[src/rtl/stopwatch_ctrl.sv]
// Start/stop/lap/reset run control for the stopwatch counter chain: button
// edge detection, run-state FSM and the clk/DIV count-enable prescaler.
module stopwatch_ctrl #(
    parameter int DIV = 50000
) (
    input  logic clk,
    input  logic aclr,
    input  logic start_stop,
    input  logic lap_reset,
    output logic enable,
    output logic clr,
    output logic freeze,
    output logic running
);

    localparam int N = $clog2(DIV);
    localparam logic [N-1:0] PS_LAST = N'(DIV - 1);
    localparam logic [N-1:0] PS_ONE  = N'(1);

    typedef enum logic [1:0] {
        S_IDLE,
        S_RUN,
        S_LAP,
        S_STOP
    } state_t;

    state_t         state_q, state_d;
    logic [2:0]     ss_sync_q, ss_sync_d;
    logic [2:0]     lr_sync_q, lr_sync_d;
    logic [N-1:0]   prescale_q, prescale_d;
    logic           start_q, start_d;
    logic           enable_q, enable_d;
    logic           clr_q, clr_d;
    logic           freeze_q, freeze_d;
    logic           running_q, running_d;

    logic           ss_press;
    logic           lr_press;
    logic           active_now;
    logic           active_next;

    // NOTE: every flop gets a value in the reset branch and is assigned with <=.
    always_ff @(posedge clk or negedge aclr) begin
        if (!aclr) begin
            state_q    <= S_IDLE;
            ss_sync_q  <= '0;
            lr_sync_q  <= '0;
            prescale_q <= '0;
            start_q    <= 1'b0;
            enable_q   <= 1'b0;
            clr_q      <= 1'b0;
            freeze_q   <= 1'b0;
            running_q  <= 1'b0;
        end else begin
            state_q    <= state_d;
            ss_sync_q  <= ss_sync_d;
            lr_sync_q  <= lr_sync_d;
            prescale_q <= prescale_d;
            start_q    <= start_d;
            enable_q   <= enable_d;
            clr_q      <= clr_d;
            freeze_q   <= freeze_d;
            running_q  <= running_d;
        end
    end

    // Bit 0/1 form the synchronizer; bit 2 is the delay stage for edge detection.
    always_comb begin
        ss_sync_d = {ss_sync_q[1:0], start_stop};
        lr_sync_d = {lr_sync_q[1:0], lap_reset};
        ss_press  = ss_sync_q[1] & ~ss_sync_q[2];
        lr_press  = lr_sync_q[1] & ~lr_sync_q[2];
    end

    // NOTE: defaults are assigned first so no path leaves a signal unassigned (no latch).
    always_comb begin
        state_d = state_q;
        clr_d   = 1'b0;
        unique case (state_q)
            S_IDLE: begin
                if (ss_press) begin
                    state_d = S_RUN;
                end else if (lr_press) begin
                    state_d = S_IDLE;
                    clr_d   = 1'b1;
                end
            end
            S_RUN: begin
                if (ss_press)      state_d = S_STOP;
                else if (lr_press) state_d = S_LAP;
            end
            S_LAP: begin
                if (ss_press)      state_d = S_STOP;
                else if (lr_press) state_d = S_RUN;
            end
            S_STOP: begin
                if (ss_press) begin
                    state_d = S_RUN;
                end else if (lr_press) begin
                    state_d = S_IDLE;
                    clr_d   = 1'b1;
                end
            end
            default: state_d = S_IDLE;
        endcase
    end

    // A fresh start spends one extra cycle at zero; a resume from STOP does not.
    always_comb begin
        active_now  = (state_q == S_RUN) || (state_q == S_LAP);
        active_next = (state_d == S_RUN) || (state_d == S_LAP);
        start_d     = (state_q == S_IDLE) && (state_d == S_RUN);
        prescale_d  = prescale_q;
        enable_d    = 1'b0;
        if ((state_q == S_IDLE) || (state_d == S_IDLE)) begin
            prescale_d = '0;
        end else if (active_now && active_next && !start_q) begin
            if (prescale_q == PS_LAST) begin
                prescale_d = '0;
                enable_d   = 1'b1;
            end else begin
                prescale_d = prescale_q + PS_ONE;
            end
        end
        freeze_d  = (state_d == S_LAP);
        running_d = active_next;
    end

    assign enable  = enable_q;
    assign clr     = clr_q;
    assign freeze  = freeze_q;
    assign running = running_q;

endmodule

[config.mk]
export PLATFORM = sky130hd
export DESIGN_NAME = stopwatch_ctrl
export DESIGN_NICKNAME = d
export VERILOG_FILES = /design/src/rtl/stopwatch_ctrl.sv
export SDC_FILE = /design/constraint.sdc
export NUM_CORES = 1
export LEC_CHECK = 0
export ABC_AREA = 1
export CAP_MARGIN = 30
export CORE_MARGIN = 10
export CORE_UTILIZATION = 63
export CTS_CLUSTER_SIZE = 25
export DETAILED_ROUTE_END_ITERATION = 12
export GPL_TIMING_DRIVEN = 0
export MAX_ROUTING_LAYER = met4
export PLACE_DENSITY = 0.88
export SLEW_MARGIN = 5
export SYNTH_ARGS = -nofsm -noshare
export SYNTH_HDL_FRONTEND = slang
export SYNTH_SLANG_ARGS = --single-unit
[constraint.sdc]
create_clock -name clk -period 5.25 [get_ports clk]
set_input_delay 1.3125 -clock clk [delete_from_list [all_inputs] [get_ports clk]]
set_output_delay 1.3125 -clock clk [all_outputs]
set_load 0.02 [all_outputs]
==> results of run 1 <==
[registers in the layout, summed over array words and instances, names as in the netlist]
| name | count |
|---|---|
| running | 1 |
| prescale_q | 16 |
| clr | 1 |
| enable | 1 |
| freeze | 1 |
| lr_sync_q | 3 |
| state_q | 2 |
| ss_sync_q | 3 |
| start_q | 1 |
[per-stage QoR]
step                power, W  utilization [%]  setup WS, ns  hold WS, ns  area, um^2
global route        0.000833             76.7          2.17        0.391        1750
finish              0.000777             76.7          2.44        0.368        1750
CTS                 0.000779             76.7          2.47        0.371        1750
floorplan           0.000543                -          2.95        0.331        1560
global placement    0.000616             73.1          2.45        0.340        1660
detailed placement  0.000646             74.3          2.51        0.350        1690
[layout make-up]
cell class	instances	area share, %
inverter	27	5.80
clock buffer	5	2.15
timing repair buffer	8	5.59
sequential	29	41.5
clock inverter	3	1.00
multi-input combinational	127	41.3
buffer	1	0.645
tap	28	2.01
[cells by family after synthesis]
group,after synthesis,share of synthesized area [%]
compound gates,18,8.35
xor+xnor,3,1.69
fa+ha+maj,7,5.62
buf+inv,28,7.22
flops,29,46.5
simple gates,99,30.6
[cells in the final DEF (no fill, tap or decap), types with 3 or more instances in the layout]
| master | n |
|---|---|
| sky130_fd_sc_hd__nand2_1 | 45 |
| sky130_fd_sc_hd__dfrtp_1 | 29 |
| sky130_fd_sc_hd__inv_1 | 23 |
| sky130_fd_sc_hd__nor2_1 | 23 |
| sky130_fd_sc_hd__nand3_1 | 13 |
| sky130_fd_sc_hd__ha_1 | 7 |
| sky130_fd_sc_hd__clkdlybuf4s50_1 | 7 |
| sky130_fd_sc_hd__clkbuf_4 | 5 |
| sky130_fd_sc_hd__a21oi_1 | 4 |
| sky130_fd_sc_hd__inv_2 | 4 |
| sky130_fd_sc_hd__nor3_1 | 3 |
| sky130_fd_sc_hd__nand2_2 | 3 |
[critical path: stages (launching register included)]
cell,delay [ns]
sky130_fd_sc_hd__dfrtp_1,0.39
sky130_fd_sc_hd__inv_1,0.07
sky130_fd_sc_hd__ha_1,0.38
sky130_fd_sc_hd__o21ai_0,0.22
sky130_fd_sc_hd__nand2_1,0.08
sky130_fd_sc_hd__a21oi_1,0.31
sky130_fd_sc_hd__inv_1,0.12
sky130_fd_sc_hd__ha_1,0.31
sky130_fd_sc_hd__inv_1,0.12
sky130_fd_sc_hd__nand3b_4,0.13
sky130_fd_sc_hd__nor2_1,0.22
sky130_fd_sc_hd__nand2_2,0.14
sky130_fd_sc_hd__inv_2,0.11
sky130_fd_sc_hd__nand3_1,0.08
sky130_fd_sc_hd__nand2_1,0.07
[layer usage]
| layer | share of wire (%) | wire (um) | vias to the layer above | track usage, % |
|---|---|---|---|---|
| met1 | 44 | 1400 | 596 | 16.1 |
| met3 | 6.7 | 214 | 7 | 4.14 |
| met5 | 0 | 0 | - | - |
| li1 | - | - | 611 | - |
| met4 | 1.9 | 61 | 0 | 5.00 |
| met2 | 48 | 1540 | 51 | 22.9 |
[how the worst min path moves through the flow]
stage / startpoint / endpoint / slack, ns / cells past startpoint
global placement: ss_sync_q[0] / ss_sync_q[1] / 0.34 / 0
floorplan: lr_sync_q[0] / lr_sync_q[1] / 0.33 / 0
detailed placement: ss_sync_q[0] / ss_sync_q[1] / 0.35 / 0
finish: ss_sync_q[0] / ss_sync_q[1] / 0.37 / 0
global route: ss_sync_q[0] / ss_sync_q[1] / 0.39 / 0
CTS: ss_sync_q[0] / ss_sync_q[1] / 0.37 / 0
[power groups by stage]
stage / registers, W / clock network [W] / logic [W]
CTS: 0.000264 / 0.000135 / 0.000381
global placement: 0.000266 / 0 / 0.000350
finish: 0.000264 / 0.000132 / 0.000381
floorplan: 0.000275 / 0 / 0.000267
global route: 0.000266 / 0.000149 / 0.000419
detailed placement: 0.000268 / 0 / 0.000378
==> impl_metrics.toml, run 1 <==
[global_route]
grt_antenna_before_repair = 0
grt_first_pass_wirelength_mm = 5.59
grt_overflow = 0
grt_start_max_net_pins = 21
via_count_of_the_first_global_routing_pass = 1256
grt_util_all_layers_pct = 14.1

[floorplanning]
floorplan.initialDensity_pct = 68.5
die_boundary_width_um = 69.7
design.die.area_um2 = 4860
fp-row-count = 17
floorplan.core_area_um2 = 2280
fp.dieH_um = 69.7
floorplan.io_pins = 8

[routing]
drt_wl_total_mm = 3.22
antenna_violating_nets_left = 0
drt-initial-drc-count = 118
via_per_inst = 5.55
drt_first_pass_iters = 4
route.vias.total = 1265
route.detailed.wl_per_inst_um = 14.1
drc_errors = 0

[worst_setup_path]
timing.critical_path.from = "state_q[0]"
r2r.worst_path.cells = 14
timing.critical_path.to_type = "flop"
required_ns = 5.52
crit_end = "prescale_q[12]"
reg2reg_to = "prescale_q[12]"
critical_path.max_fanout = 4
timing.critical_path.from_type = "flop"
regToRegSetupSlack_ns = 2.44
worstReg2RegStart = "state_q[0]"
path_class = "reg -> reg"
cp_data_arrival_time_ns = 3.08

[clock_network]
cts.hold.buffers_added = 0
sink_count = 29
cts_clock_pin_slew_for_the_worst_setup_and_hold_paths_ns = 0.10
cts_resized = 0
cts_max_level = 2
ctsLongestPathBuffers = 2
total_clock_buffers_created_by_cts = 5
postCtsSetupRepairBufs = 0
ctsRootBufferMaster = "sky130_fd_sc_hd__clkbuf_4"
cts_tree = "done"
clk_latency_ns = 0.33

[timing]
timing.slew.headroom_pct = 63.8
max_freq_mhz = 356
layout_min_cycle_time_ns = 2.81
maxSlewViolCount = 0
finalCritPeriodShare_pct = 53.5
fin_skew_ns = 0.00759
rsz_0062_raised_after_global_routing = "false"
final-setup-viol-count = 0
worstMarginPinSlew_ns = 0.541
timing.setup.tns_ns = 0
finalHoldViolCount = 0

[power_and_ir_drop]
power.share.combinational_pct = 49.1
internal-power_w = 0.000428
total_switching_power_w = 0.000349
clkPwrFrac_pct = 17.0
seqPwrFrac_pct = 33.9
irDropWorstVdd_mv = 0.447
power_switching_share_pct = 45.0
leakagePower_nw = 0.878
power-per-cell-area_nw_per_um2 = 445

[final_layout]
seqCellArea_um2 = 726
multiInputGateArea_um2 = 721
post_route_cells_drive_above_1_share_pct = 14.5
syn2layout_area_growth_pct = 12.0
design.final.nets = 210
insertedDiodeCount = 0
fill_cells = 158
final_cell_count_no_fill = 228

[synthesis]
synthMostInstantiatedCell = "sky130_fd_sc_hd__nand2_1"
postSynthNetCount = 195
synth-main-ff-cell = "sky130_fd_sc_hd__dfrtp_1"
seq_area_frac_synth_pct = 46.5
ys_seq_elements = 29
netlist.area_leader.share_pct = 46.5
synth_largest_area_cell = "sky130_fd_sc_hd__dfrtp_1"
postSynth.asyncResetShare_pct = 100
post_synth_instance_area_um2 = 1560
post_synth.cell_area_avg_um2 = 8.47
synth_enable_flop_cells = 0
ys_types = 31
synth_area_leaders = "sky130_fd_sc_hd__dfrtp_1 47%, sky130_fd_sc_hd__nand2_1 11%, sky130_fd_sc_hd__ha_1 5.6%, sky130_fd_sc_hd__inv_1 5.5%, sky130_fd_sc_hd__nor2_1 5.5%"
syn-instance-count = 184
synth.cells.most_frequent = "45 x sky130_fd_sc_hd__nand2_1, 29 x sky130_fd_sc_hd__dfrtp_1, 23 x sky130_fd_sc_hd__inv_1, 23 x sky130_fd_sc_hd__nor2_1, 13 x sky130_fd_sc_hd__nand3_1"
ys.warnings.count = 0

[placement]
dp.final_hpwl_mm = 2.42
port_buffers = 7
placed_cells = 220
finalWeightedCongestion = 0.902

[min_path]
holdCritPathClass = "reg -> reg"

[status]
outcome = "completed"

[job]
max-cap-violations = 0
Note: power is estimated with default switching activity, not from simulation.
==> inputs of run 2 (changes only) <==
--- a/config.mk
+++ b/config.mk
@@ -8,12 +8,12 @@
 export ABC_AREA = 1
 export CAP_MARGIN = 30
 export CORE_MARGIN = 10
-export CORE_UTILIZATION = 63
+export CORE_UTILIZATION = 58
 export CTS_CLUSTER_SIZE = 25
 export DETAILED_ROUTE_END_ITERATION = 12
 export GPL_TIMING_DRIVEN = 0
 export MAX_ROUTING_LAYER = met4
-export PLACE_DENSITY = 0.88
+export PLACE_DENSITY = 0.82
 export SLEW_MARGIN = 5
 export SYNTH_ARGS = -nofsm -noshare
 export SYNTH_HDL_FRONTEND = slang
==> constraint.sdc (replaced) <==
create_clock -name clk -period 2.7 [get_ports clk]
set_input_delay 0.675 -clock clk [delete_from_list [all_inputs] [get_ports clk]]
set_output_delay 0.675 -clock clk [all_outputs]
set_load 0.02 [all_outputs]
==> run 2 against run 1 <==
Against the previous run:
- maximum frequency is 14% higher
- largest cell class is now multi-input gates
- hold slack got worse by 0.0074 ns
- combinational power rose by 130%
- clock skew is 0.0053 ns higher
- total power rose by 120%
- via count fell by 0.79%
- final cell count is 2.2% higher
- sequential cell count unchanged
- critical path type unchanged
- global-route usage shrank 0.63 points
- setup slack worse by 2.2 ns
- final area is 3.3% higher
- clock power increased by 130%
==> impl_metrics.toml, run 2 (same netlist as run 1, synthesis figures left out) <==
[clock_network]
cts_max_level = 2
ctsLongestPathBuffers = 2
cts_tree = "done"
sink_count = 29
cts_clock_pin_slew_for_the_worst_setup_and_hold_paths_ns = 0.08
ctsRootBufferMaster = "sky130_fd_sc_hd__clkbuf_4"
total_clock_buffers_created_by_cts = 5
clk_latency_ns = 0.33
cts.hold.buffers_added = 0

[floorplanning]
fp.dieH_um = 71.8
floorplan.core_area_um2 = 2520
floorplan.io_pins = 8
floorplan.initialDensity_pct = 61.8
design.die.area_um2 = 5160
die_boundary_width_um = 71.8
fp-row-count = 18

[final_layout]
largestRegisters = "prescale_q: 16 flops, lr_sync_q: 3 flops, ss_sync_q: 3 flops"
post_route_cells_drive_above_1_share_pct = 18.2
largest_register = "prescale_q"
design.final.nets = 213
insertedDiodeCount = 0
seqCellArea_um2 = 726
mostFrequentLayoutCell = "sky130_fd_sc_hd__nand2_1"
fill_cells = 195
mostFrequentLayoutCells = "45 x sky130_fd_sc_hd__nand2_1, 29 x sky130_fd_sc_hd__dfrtp_1, 22 x sky130_fd_sc_hd__inv_1"
syn2layout_area_growth_pct = 15.7
multiInputGateArea_um2 = 751
largest_register_ff_count = 16

[global_route]
grt_antenna_before_repair = 0
grt_start_max_net_pins = 16
via_count_of_the_first_global_routing_pass = 1262
grt_util_all_layers_pct = 13.4
grt_overflow = 0
grt_first_pass_wirelength_mm = 5.49

[job]
max-cap-violations = 0

[worst_setup_path]
timing.critical_path.from_type = "flop"
timing.critical_path.from = "state_q[0]"
timing.critical_path.to_type = "flop"
worstReg2RegStart = "state_q[0]"
required_ns = 2.95
path_class = "reg -> reg"
crit_slowest_cell = "sky130_fd_sc_hd__dfrtp_1"
critical_path.max_fanout = 10
crit_chain = "inv_1 > ha_4 > o21ai_1 > nand2_1 > a21oi_2 > inv_1 > ha_1 > inv_2 > nand3b_4 > nand2_8 > inv_2 > buf_6 > o21bai_2 > o21ai_1 > nor2_1"
timing.critical_path.slowest_cell_delay_ns = 0.41
cp_data_arrival_time_ns = 2.71

[timing]
maxSlewViolCount = 0
final-setup-viol-count = 0
finalHoldViolCount = 0
rsz_0062_raised_after_global_routing = "false"
finalCritPeriodShare_pct = 91.1
timing.setup.tns_ns = 0
max_freq_mhz = 406
layout_min_cycle_time_ns = 2.46
timing.slew.headroom_pct = 52.3
worstMarginPinSlew_ns = 0.713
fin_skew_ns = 0.0129

[routing]
drt-initial-drc-count = 140
drt_wl_total_mm = 3.05
drt_first_pass_iters = 4
route.detailed.wl_per_inst_um = 13.1
via_per_inst = 5.39
route.vias.total = 1255
antenna_violating_nets_left = 0
drc_errors = 0

[min_path]
min-delay-start = "lr_sync_q[0]"
holdCritPathClass = "reg -> reg"

[power_and_ir_drop]
power-per-cell-area_nw_per_um2 = 935
irDropWorstVdd_mv = 0.769
leakagePower_nw = 0.897
post-layout-total-power_w = 0.00169

[placement]
port_buffers = 7
finalWeightedCongestion = 0.877
dp.final_hpwl_mm = 2.28

[status]
outcome = "completed"
-- run 2: area by class of cell --
class	count	area share [%]
well taps	30	2.08
repair buffers	11	5.96
inverters	27	5.62
clock inverters	1	0.277
plain buffers	1	0.624
flip-flops and latches	29	40.2
clock buffers	7	3.61
multi-input cells	127	41.6
-- run 2: per-stage QoR --
step | hold WS, ns | cell area [um^2] | cells | setup slack [ns] | utilization (%)
6_report | 0.360 | 1800 | 233 | 0.240 | 71.5
5_1_grt | 0.367 | 1800 | 233 | 0.0370 | 71.5
4_1_cts | 0.363 | 1760 | 230 | 0.0773 | 69.6
3_5_place_dp | 0.343 | 1680 | 222 | 0.0292 | 66.7
3_3_place_gp | 0.340 | 1670 | 221 | 0.182 | 66.1
2_1_floorplan | 0.331 | 1560 | 184 | 0.400 | -
-- run 2: worst max-delay path, delay by kind of cell, from the launching register on --
| family | cells | cell delay (ns) |
|---|---|---|
| fa+ha+maj | 2 | 0.55 |
| compound gates | 4 | 0.48 |
| buf+inv | 5 | 0.48 |
| flops | 1 | 0.41 |
| simple gates | 4 | 0.45 |
-- run 2: what timing repair did --
action,CTS,global route
resized for setup,1,7
pin swaps,0,2
buffers inserted,0,3
setup endpoints to repair,1,9
hold endpoints to repair,0,0
-- run 2: final timing paths --
path	endpoint	slack, ns	depth (start not counted)
max	prescale_q[4]	0.24	15
min	lr_sync_q[1]	0.36	0
max reg2reg	prescale_q[4]	0.24	15
min reg2reg	lr_sync_q[1]	0.36	0
max in group asynchronous	prescale_q[5]	1.38	2
min in group asynchronous	prescale_q[12]	0.76	1
-- run 2: metal layers --
metal	global-route usage, %	part of all wire, %	vias up
met5	-	0	-
met4	4.95	1.6	0
met3	5.37	7.7	9
met2	21.6	48	45
met1	14.7	43	581
li1	-	-	620
-- run 2: report_power, final --
group	switching, W	internal (W)
registers	0.0000273	0.000485
clock network	0.000150	0.000151
logic	0.000542	0.000331
==> inputs of run 3 (changes only) <==
--- a/config.mk
+++ b/config.mk
@@ -8,12 +8,13 @@
 export ABC_AREA = 1
 export CAP_MARGIN = 30
 export CORE_MARGIN = 10
-export CORE_UTILIZATION = 58
+export CORE_UTILIZATION = 35
+export CTS_CLUSTER_DIAMETER = 100
 export CTS_CLUSTER_SIZE = 25
 export DETAILED_ROUTE_END_ITERATION = 12
 export GPL_TIMING_DRIVEN = 0
 export MAX_ROUTING_LAYER = met4
-export PLACE_DENSITY = 0.82
+export PLACE_DENSITY = 0.58
 export SLEW_MARGIN = 5
 export SYNTH_ARGS = -nofsm -noshare
 export SYNTH_HDL_FRONTEND = slang
==> constraint.sdc (replaced) <==
create_clock -name clk -period 2.1 [get_ports clk]
set_input_delay 0.525 -clock clk [delete_from_list [all_inputs] [get_ports clk]]
set_output_delay 0.525 -clock clk [all_outputs]
set_load 0.02 [all_outputs]
==> run 3 against run 2 <==
Against the previous run:
- non-clock buffer count grew 11
- via count rose by 0.32%
- die area rose by 46%
- total power grew 87%
- the run now ends with setup timing left
- maximum frequency up 13%
- largest cell class unchanged
- combinational power rose by 110%
- setup slack got worse by 0.31 ns
- utilization down 23 points
- highest routed layer unchanged
==> impl_metrics.toml, run 3 (same netlist as run 1, synthesis figures left out) <==
[final_layout]
largest_register_ff_count = 16
largest_register = "prescale_q"
mostFrequentLayoutCell = "sky130_fd_sc_hd__nand2_1"
syn2layout_area_growth_pct = 35.9
post_route_cells_drive_above_1_share_pct = 33.6
mostFrequentLayoutCells = "37 x sky130_fd_sc_hd__nand2_1, 29 x sky130_fd_sc_hd__dfrtp_1, 19 x sky130_fd_sc_hd__nor2_1"
largestRegisters = "prescale_q: 16 flops, lr_sync_q: 3 flops, ss_sync_q: 3 flops"
final_cell_count_no_fill = 266
design.final.nets = 224
insertedDiodeCount = 0

[clock_network]
clk_latency_ns = 0.28
cts.hold.buffers_added = 0
cts_tree = "done"
total_clock_buffers_created_by_cts = 5
ctsLongestPathBuffers = 2
cts_max_level = 2
ctsRootBufferMaster = "sky130_fd_sc_hd__clkbuf_8"
cts_clock_pin_slew_for_the_worst_setup_and_hold_paths_ns = 0.06
sink_count = 29

[worst_setup_path]
worstReg2RegStart = "state_q[0]"
regToRegSetupSlack_ns = -0.07
timing.critical_path.to_type = "flop"
cp_data_arrival_time_ns = 2.38
path_class = "reg -> reg"
timing.critical_path.from_type = "flop"
reg2reg_to = "prescale_q[4]"
required_ns = 2.31
r2r.worst_path.cells = 15
critical_path.max_fanout = 8

[min_path]
min-delay-start = "ss_sync_q[0]"
min_path_cells = 0
holdPathEnd = "ss_sync_q[1]"
holdCritPathClass = "reg -> reg"

[floorplanning]
floorplan.core_area_um2 = 4320
fp.dieH_um = 86.7
die_boundary_width_um = 86.7
design.die.area_um2 = 7520
floorplan.initialDensity_pct = 36.1
floorplan.io_pins = 8
fp-row-count = 24

[power_and_ir_drop]
irDropWorstVdd_mv = 0.462
leakagePower_nw = 1.00
power-per-cell-area_nw_per_um2 = 1490

[routing]
drt_wl_total_mm = 3.24
drt_first_pass_iters = 4
via_per_inst = 4.73
route.detailed.wl_per_inst_um = 12.2
route.vias.total = 1259
drt-initial-drc-count = 85
antenna_violating_nets_left = 0
drc_errors = 0

[timing]
final-setup-viol-count = 12
layout_min_cycle_time_ns = 2.17
worstMarginPinSlew_ns = 0.674
max_freq_mhz = 460
finalCritPeriodShare_pct = 103
fin_skew_ns = 0.00421
maxSlewViolCount = 0
rsz_0062_raised_after_global_routing = "true"
finalHoldViolCount = 0
timing.slew.headroom_pct = 54.9
post-route-worst-setup-slack_ns = -0.0718

[placement]
pre_cts_slack_ns = -0.273
placed_cells = 244
port_buffers = 7
dp.final_hpwl_mm = 2.27
finalWeightedCongestion = 0.833

[global_route]
grt_start_max_net_pins = 19
grt_util_all_layers_pct = 9.39
grt_first_pass_wirelength_mm = 5.57
grt_overflow = 0
grt_antenna_before_repair = 0
via_count_of_the_first_global_routing_pass = 1216

[status]
violated_checks = "setup timing"
outcome = "complete, but fails checks"

[job]
max-cap-violations = 0
## run 3: timing repair
| action | in CTS | in global routing |
|---|---|---|
| gates resized for setup | 11 | 25 |
| pin swaps | 5 | 17 |
| endpoints found under the setup margin | 16 | 16 |
| setup buffers | 10 | 4 |
## run 3: metal layers
layer  part of all wire [%]  GRT usage (%)  vias to the layer above  wire (um)
met2                     47           14.4                        9       1540
met1                     49           11.2                      599       1570
met5                      0              -                        -          0
met4                    1.8           4.42                        0         57
li1                       -              -                      647          -
met3                    2.1           2.44                        4         69
## run 3: cell type report
type	count	area [um^2]
clock buffer	5	68.8
timing repair buffer	22	230
tap	52	65.1
fill	410	2210
clock inverter	3	65.1
multi-input combinational	127	840
inverter	27	109
sequential	29	726
buffer	1	15.0
## run 3: how the worst max path moves through the flow
| stage | startpoint | end | slack (ns) | cells after the start |
|---|---|---|---|---|
| 6_report | state_q[0] | prescale_q[4] | -0.07 | 15 |
| 5_1_grt | state_q[0] | prescale_q[4] | -0.24 | 15 |
| 4_1_cts | state_q[0] | prescale_q[4] | -0.12 | 15 |
| 3_5_place_dp | state_q[1] | prescale_q[10] | -0.27 | 14 |
| 3_3_place_gp | state_q[1] | prescale_q[9] | -0.22 | 14 |
| 2_1_floorplan | state_q[1] | prescale_q[4] | -0.01 | 15 |
## run 3: metrics by stage
stage | total power (W) | util [%] | hold WS, ns | instance area (um^2) | setup TNS [ns]
2_1_floorplan | 0.00142 | - | 0.229 | 1580 | -0.0114
3_3_place_gp | 0.00166 | 39.6 | 0.332 | 1710 | -2.60
3_5_place_dp | 0.00167 | 40.2 | 0.336 | 1740 | -3.14
4_1_cts | 0.00270 | 45.9 | 0.352 | 1980 | -0.638
5_1_grt | 0.00335 | 49.0 | 0.369 | 2120 | -3.01
6_report | 0.00315 | 49.0 | 0.347 | 2120 | -0.469
## run 3: worst max-delay path, stage by stage (launching register included)
cell,delay [ns]
sky130_fd_sc_hd__dfrtp_1,0.40
sky130_fd_sc_hd__inv_2,0.09
sky130_fd_sc_hd__ha_4,0.20
sky130_fd_sc_hd__o21ai_2,0.10
sky130_fd_sc_hd__nand2_1,0.07
sky130_fd_sc_hd__a21oi_2,0.17
sky130_fd_sc_hd__inv_2,0.07
sky130_fd_sc_hd__ha_4,0.22
sky130_fd_sc_hd__inv_4,0.06
sky130_fd_sc_hd__nand3b_4,0.11
sky130_fd_sc_hd__nand2_4,0.14
sky130_fd_sc_hd__inv_4,0.05
sky130_fd_sc_hd__buf_8,0.14
sky130_fd_sc_hd__o21bai_2,0.10
sky130_fd_sc_hd__o21ai_1,0.07
sky130_fd_sc_hd__nor2_1,0.10
## run 3: report_power, final
group	total, W	internal [W]	switching (W)	leakage (nW)
combinational	0.00181	0.000892	0.000914	0.548
clock	0.000686	0.000471	0.000215	0.0681
sequential	0.000658	0.000625	0.0000327	0.384
